<file path="config.mk">
export PLATFORM = sky130hd
export DESIGN_NAME = pipe_hazard_ctrl
export DESIGN_NICKNAME = d
export VERILOG_FILES = /design/src/rtl/cpu_pipe_pkg.sv /design/src/rtl/hzd_scoreboard.sv /design/src/rtl/pipe_hazard_ctrl.sv
export SDC_FILE = /design/constraint.sdc
export NUM_CORES = 1
export LEC_CHECK = 0
export CORE_MARGIN = 3
export CORE_UTILIZATION = 56
export CTS_CLUSTER_SIZE = 28
export DETAILED_ROUTE_END_ITERATION = 12
export GPL_TIMING_DRIVEN = 0
export HOLD_SLACK_MARGIN = 0.06
export PLACE_DENSITY = 0.85
export SYNTH_ARGS = -nofsm -noshare
export SYNTH_HDL_FRONTEND = slang
export SYNTH_SLANG_ARGS = --single-unit
</file>
<file path="constraint.sdc">
create_clock -name clk -period 3.9 [get_ports clk]
set_input_delay 0.585 -clock clk [delete_from_list [all_inputs] [get_ports clk]]
set_output_delay 0.585 -clock clk [all_outputs]
set_load 0.005 [all_outputs]
</file>
<file path="src/rtl/cpu_pipe_pkg.sv">
// Shared types and constants for the five-stage pipeline control logic.
// Used by the hazard controller and its scoreboard.
package cpu_pipe_pkg;

   localparam int          REG_ADDR_W = 5;
   localparam int          NUM_REGS   = 32;
   localparam logic [31:0] NOP_IR     = 32'hFFFF_FFFF;

   typedef enum logic [1:0] {
      ST_RUN   = 2'd0,
      ST_RAW   = 2'd1,
      ST_FLUSH = 2'd2
   } pipe_state_e;

   // One squash-history slot: the destination reserved by a recent issue.
   typedef struct packed {
      logic                  valid;
      logic [REG_ADDR_W-1:0] addr;
   } squash_entry_t;

   function automatic logic [NUM_REGS-1:0] reg_onehot(input logic [REG_ADDR_W-1:0] addr);
      logic [NUM_REGS-1:0] mask;
      mask       = '0;
      mask[addr] = 1'b1;
      return mask;
   endfunction

endpackage

</file>
<file path="src/rtl/hzd_scoreboard.sv">
// Pending-writeback scoreboard: one busy bit per architectural register, plus a
// short history of recent reservations that a taken branch can revoke.
module hzd_scoreboard
   import cpu_pipe_pkg::*;
#(
   parameter int SQUASH_DEPTH = 1
) (
   input  logic                  clk,
   input  logic                  rst,
   input  logic                  set_en,
   input  logic [REG_ADDR_W-1:0] set_addr,
   input  logic                  clr_en,
   input  logic [REG_ADDR_W-1:0] clr_addr,
   input  logic                  squash,
   output logic [NUM_REGS-1:0]   busy_map
);

   localparam logic [NUM_REGS-1:0] R0_KEEP_CLEAR = {{(NUM_REGS-1){1'b1}}, 1'b0};

   logic [NUM_REGS-1:0] busy_reg;
   logic [NUM_REGS-1:0] busy_next;
   logic [NUM_REGS-1:0] set_mask;
   logic [NUM_REGS-1:0] clr_mask;
   logic [NUM_REGS-1:0] squash_mask;
   logic [NUM_REGS-1:0] hist_mask [SQUASH_DEPTH];
   squash_entry_t       hist_reg  [SQUASH_DEPTH];
   squash_entry_t       hist_in;
   logic                set_live;

   assign set_live = set_en && (set_addr != '0);
   assign set_mask = set_live ? reg_onehot(set_addr) : '0;
   assign clr_mask = clr_en ? reg_onehot(clr_addr) : '0;
   assign hist_in  = {set_live, (set_live ? set_addr : {REG_ADDR_W{1'b0}})};

   genvar gi;
   generate
      for (gi = 0; gi < SQUASH_DEPTH; gi++) begin : g_hist_mask
         assign hist_mask[gi] = hist_reg[gi].valid ? reg_onehot(hist_reg[gi].addr) : '0;
      end
   endgenerate

   always_comb begin
      squash_mask = '0;
      for (int i = 0; i < SQUASH_DEPTH; i++) begin
         squash_mask = squash_mask | hist_mask[i];
      end
   end

   // Set is applied last so a new producer wins over a same-cycle WB clear.
   always_comb begin
      busy_next = busy_reg & ~clr_mask;
      if (squash) begin
         busy_next = busy_next & ~squash_mask;
      end
      busy_next = (busy_next | set_mask) & R0_KEEP_CLEAR;
   end

   always_ff @(posedge clk or negedge rst) begin
      if (!rst) begin
         busy_reg <= '0;
         for (int i = 0; i < SQUASH_DEPTH; i++) begin
            hist_reg[i] <= '0;
         end
      end else begin
         busy_reg <= busy_next;
         if (squash) begin
            for (int i = 0; i < SQUASH_DEPTH; i++) begin
               hist_reg[i] <= '0;
            end
         end else begin
            hist_reg[0] <= hist_in;
            for (int i = 1; i < SQUASH_DEPTH; i++) begin
               hist_reg[i] <= hist_reg[i-1];
            end
         end
      end
   end

   assign busy_map = busy_reg;

endmodule

</file>
<file path="src/rtl/pipe_hazard_ctrl.sv">
// Stall/flush scheduler for the IF/ID/EX/MEM/WB pipeline: RAW detection against
// the scoreboard, taken-branch flush sequencing and a saturating stall counter.
module pipe_hazard_ctrl
   import cpu_pipe_pkg::*;
#(
   parameter int FLUSH_CYCLES = 2,
   parameter int SQUASH_DEPTH = 1,
   parameter int WB_BYPASS    = 1,
   parameter int CNT_W        = 16
) (
   input  logic                  clk,
   input  logic                  rst,
   input  logic                  if_valid,
   input  logic [REG_ADDR_W-1:0] id_rs,
   input  logic                  id_rs_use,
   input  logic [REG_ADDR_W-1:0] id_rt,
   input  logic                  id_rt_use,
   input  logic [REG_ADDR_W-1:0] id_rd,
   input  logic                  id_rd_we,
   input  logic                  wb_we,
   input  logic [REG_ADDR_W-1:0] wb_addr,
   input  logic                  br_taken,
   output logic                  issue,
   output logic                  stall_if,
   output logic                  bubble_id,
   output logic                  flush,
   output logic [NUM_REGS-1:0]   busy_map,
   output logic [1:0]            state,
   output logic [CNT_W-1:0]      stall_cnt
);

   localparam logic [1:0] FLUSH_LOAD = 2'(FLUSH_CYCLES - 1);

   pipe_state_e         state_reg;
   pipe_state_e         state_next;
   logic [1:0]          flush_cnt_reg;
   logic [1:0]          flush_cnt_next;
   logic [CNT_W-1:0]    stall_cnt_reg;
   logic [NUM_REGS-1:0] ready_mask;
   logic [NUM_REGS-1:0] busy_eff;
   logic                rs_hzd;
   logic                rt_hzd;
   logic                raw;
   logic                issue_c;
   logic                stall_c;
   logic                bubble_c;
   logic                flush_c;

   // With bypass, a register being written back this cycle is readable in ID.
   assign ready_mask = ((WB_BYPASS != 0) && wb_we) ? reg_onehot(wb_addr) : '0;
   assign busy_eff   = busy_map & ~ready_mask;
   assign rs_hzd     = id_rs_use && busy_eff[id_rs] && (id_rs != '0);
   assign rt_hzd     = id_rt_use && busy_eff[id_rt] && (id_rt != '0);
   assign raw        = rs_hzd || rt_hzd;

   always_comb begin
      issue_c        = 1'b0;
      stall_c        = 1'b0;
      bubble_c       = 1'b1;
      flush_c        = 1'b0;
      state_next     = state_reg;
      flush_cnt_next = flush_cnt_reg;
      if (!rst) begin
         state_next     = ST_RUN;
         flush_cnt_next = '0;
      end else if (br_taken) begin
         flush_c        = 1'b1;
         state_next     = ST_FLUSH;
         flush_cnt_next = FLUSH_LOAD;
      end else begin
         case (state_reg)
            ST_FLUSH: begin
               if (flush_cnt_reg == '0) begin
                  state_next = ST_RUN;
               end else begin
                  flush_cnt_next = flush_cnt_reg - 2'd1;
               end
            end
            ST_RUN, ST_RAW: begin
               if (if_valid && raw) begin
                  stall_c    = 1'b1;
                  state_next = ST_RAW;
               end else if (if_valid) begin
                  issue_c    = 1'b1;
                  bubble_c   = 1'b0;
                  state_next = ST_RUN;
               end else begin
                  state_next = ST_RUN;
               end
            end
            default: begin
               state_next = ST_RUN;
            end
         endcase
      end
   end

   always_ff @(posedge clk or negedge rst) begin
      if (!rst) begin
         state_reg     <= ST_RUN;
         flush_cnt_reg <= '0;
         stall_cnt_reg <= '0;
      end else begin
         state_reg     <= state_next;
         flush_cnt_reg <= flush_cnt_next;
         if ((stall_c || bubble_c) && (stall_cnt_reg != {CNT_W{1'b1}})) begin
            stall_cnt_reg <= stall_cnt_reg + CNT_W'(1);
         end
      end
   end

   hzd_scoreboard #(
      .SQUASH_DEPTH (SQUASH_DEPTH)
   ) u_scoreboard (
      .clk      (clk),
      .rst      (rst),
      .set_en   (issue_c && id_rd_we),
      .set_addr (id_rd),
      .clr_en   (wb_we),
      .clr_addr (wb_addr),
      .squash   (flush_c),
      .busy_map (busy_map)
   );

   assign issue     = issue_c;
   assign stall_if  = stall_c;
   assign bubble_id = bubble_c;
   assign flush     = flush_c;
   assign state     = state_reg;
   assign stall_cnt = stall_cnt_reg;

endmodule

</file>
==> results.json <==
{
  "status": "completed",
  "drt-vias-per-instance": 6.92,
  "numPlacedInstances": 589,
  "maxCapViolCount": 0,
  "fin_cells": 607,
  "synth-seq-cells": 57,
  "initial_utilization_pct": 59.4,
  "crit_slowest_cell": "clkdlybuf4s50_1",
  "area_growth_pct": 30.2,
  "rows": 29,
  "io_pins": 82,
  "fmax_ghz": 0.264,
  "cts_max_level": 3,
  "critical_path_required_ps": 3310,
  "synth_area_leaders": "dfrtp_1, o221ai_1, mux2_2, o31ai_1, nand3_1",
  "drive_gt1_share_pct": 16.5,
  "cts_buffers": 9,
  "setup.worst_path.class": "in2out",
  "crit_path_start_kind": "primary input",
  "drt_iter0_drc": 474,
  "dieWidth_um": 89.5,
  "synth-edff-count": 0,
  "pre_cts_slack_ps": -763,
  "finalHoldViolations": 0,
  "crit_top_cell": "clkdlybuf4s50_1",
  "grt_usage_pct": 35.4,
  "detail-route-antenna-nets": 0,
  "cp-end-kind": "output port",
  "fin_crit_ps": 3780,
  "power.leakage_nw": 1.98,
  "grt_remaining_overflow": 0,
  "cp_max_fo": 10,
  "cp_num_buf_inv": 5,
  "largest_reg_flops": 31,
  "ctsHoldBuffers": 0,
  "synth_cell_types": 66,
  "clock-sinks": 57,
  "insertion_delay_ps": 350,
  "die_h_um": 89.5,
  "grt_max_degree": 32,
  "arrival_ps": 3200,
  "post-route-period-util_pct": 97.0,
  "detail_route.first_pass.iterations": 5,
  "rsz0062_at_grt": "true",
  "drt_wl_total_um": 13900,
  "globalplace.congestion": 0.945,
  "tightest_slew_ps": 705,
  "synth_seq_area_share_pct": 36.6,
  "ys_warn_count": 0,
  "routedWlPerCell_um": 22.9,
  "dp_hpwl_um": 9940,
  "root_buffer": "clkbuf_8",
  "power_density_nw_per_um2": 357,
  "slowest_delay_ps": 430,
  "clk_pin_slew_ps": 70,
  "final_max_slew_viol_count": 0,
  "clock_path_buffers": 2,
  "coreArea_um2": 6570,
  "crit_family": "buffers and inverters",
  "antenna_found_initial": 0,
  "grt_first_pass_wirelength_um": 21200,
  "hold_path.class": "in2async",
  "die_area_um2": 8010,
  "yosysTopAreaCellShare_pct": 36.6,
  "regArea_um2": 1430,
  "io_buffer_count": 71,
  "peakVddDrop_v": 0.000461,
  "syn_area_per_cell_um2": 9.20,
  "multiInputGateArea_um2": 2290,
  "synth_nets": 454,
  "relSlewSlack_pct": 52.4,
  "drc": 0,
  "final.setup_skew_ps": 9.45,
  "fin_nets": 539,
  "final.fill_count": 444,
  "antenna_cells": 0,
  "grt_pass1_vias": 4023,
  "synth_ff_type": "dfrtp_1",
  "setup_violations": 0,
  "cts_tree": "done",
  "netlist_instances": 424,
  "vias": 4201,
  "netlist_area_um2": 3900,
  "setup_ws_ps": 117,
  "crit_chain": "clkdlybuf4s50_1, buf_4, or2_0, clkbuf_4, o21ai_0, a31oi_1, a211oi_2, a22o_2, nand3_4, buf_12, clkdlybuf4s50_1",
  "synth_largest_area_cell": "dfrtp_1",
  "synth_async_sr_flop_share_pct": 100
}
==> synthesized netlist by cell type (5+ instances only) <==
| cell | count |
|---|---|
| dfrtp_1 | 57 |
| or3_1 | 12 |
| and2_1 | 5 |
| nor2_1 | 26 |
| xnor2_1 | 9 |
| o31ai_1 | 17 |
| o21ai_0 | 15 |
| o211ai_1 | 6 |
| o21ai_2 | 6 |
| nand2_1 | 12 |
| mux2_2 | 13 |
| clkbuf_1 | 16 |
| buf_2 | 13 |
| o2111ai_1 | 10 |
| nand3_1 | 20 |
| nor3_1 | 11 |
| xor2_1 | 10 |
| o221ai_1 | 22 |
| nand2b_1 | 6 |
| mux2i_1 | 6 |
| inv_1 | 16 |
| o21ai_1 | 5 |
| nand4_1 | 12 |
| and3_1 | 12 |
==> metal layers <==
layer  vias up  wire length, um  track usage [%]
li1       1820                -                -
met1      2008             5360             49.4
met2       326             6430             54.9
met3        47             1730             7.74
met4         0              364             11.8
met5         -                0                0
==> report_power, final <==
part	switching, mW	internal (mW)
clock network	0.249	0.425
registers	0.0685	0.651
logic	0.198	0.222
total	0.516	1.30
==> cell type report <==
type | count | share of cell area [%]
clock inverters | 5 | 2.04
multi-input cells | 316 | 45.0
well taps | 93 | 2.29
flip-flops and latches | 57 | 28.1
plain buffers | 33 | 3.91
inverters | 16 | 1.23
repair buffers | 76 | 14.9
clock buffers | 11 | 2.58
==> worst paths after layout <==
check / end / startpoint / depth (start not counted) / slack [ps]
setup / recovery: bubble_id / wb_addr[0] / 11 / 120
hold / removal: u_scoreboard.busy_map[8]$_DFF_PN0_ / rst / 1 / 260
setup reg to reg: u_scoreboard.busy_map[26]$_DFF_PN0_ / u_scoreboard.busy_map[21]$_DFF_PN0_ / 10 / 1010
hold reg to reg: stall_cnt[10]$_DFFE_PN0P_ / stall_cnt[10]$_DFFE_PN0P_ / 1 / 490
max in group asynchronous: u_scoreboard.busy_map[25]$_DFF_PN0_ / rst / 2 / 3040
min in group clk: stall_cnt[10]$_DFFE_PN0P_ / stall_cnt[10]$_DFFE_PN0P_ / 1 / 490
==> cell usage in the layout, fill, tap and decap left out, types with 11 or more instances in the layout <==
cell and n:
dfrtp_1 57, buf_2 11, nor3_1 11, nand3_1 20, clkdlybuf4s50_1 70, mux2_2 13, nand2_1 12, o31ai_1 16
clkbuf_1 11, inv_1 15, nor2_1 26, and3_1 12, or3_1 12, o221ai_1 22, nand4_1 12
==> stage by stage <==
stage               power (mW)  setup TNS [ps]  util, %  instance area (um2)  hold slack [ps]
global placement          1.12          -53790     72.0                 4730              473
detailed placement        1.13           -1380     72.2                 4740              478
global route              1.88           -6.07     77.4                 5080              306
floorplan                0.908               0        -                 3900              289
finish                    1.81               0     77.4                 5080              263
CTS                       1.81               0     76.9                 5050              279
==> logic make-up (layout without fill, tap and decap cells) <==
group	Yosys count	count (layout)	share of synthesized area, %
AOI/OAI and AO/OA	119	119	23.4
xor gates and xnor gates	19	19	4.26
adders and majority gates	2	2	0.641
buffers and inverters	51	141	6.00
DFF	57	57	36.6
muxes	19	19	5.29
other	1	1	0.0961
and+or+nand+nor	156	156	23.8
==> worst register-to-register path: cells and delay by family (launching register included) <==
family / cells / cell delay [ps]
buffers and inverters: 2 / 410
DFF: 1 / 430
AOI/OAI and AO/OA: 4 / 830
and+or+nand+nor: 3 / 800
muxes: 1 / 320
==> repair_timing <==
item / 4_1_cts / 5_1_grt
setup buffers: 2 / 2
pin swaps: 0 / 3
gates resized for setup: 22 / 14
gates cloned: 0 / 0
endpoints found under the setup margin: 3 / 3
Power figures use the tool's default switching activity.
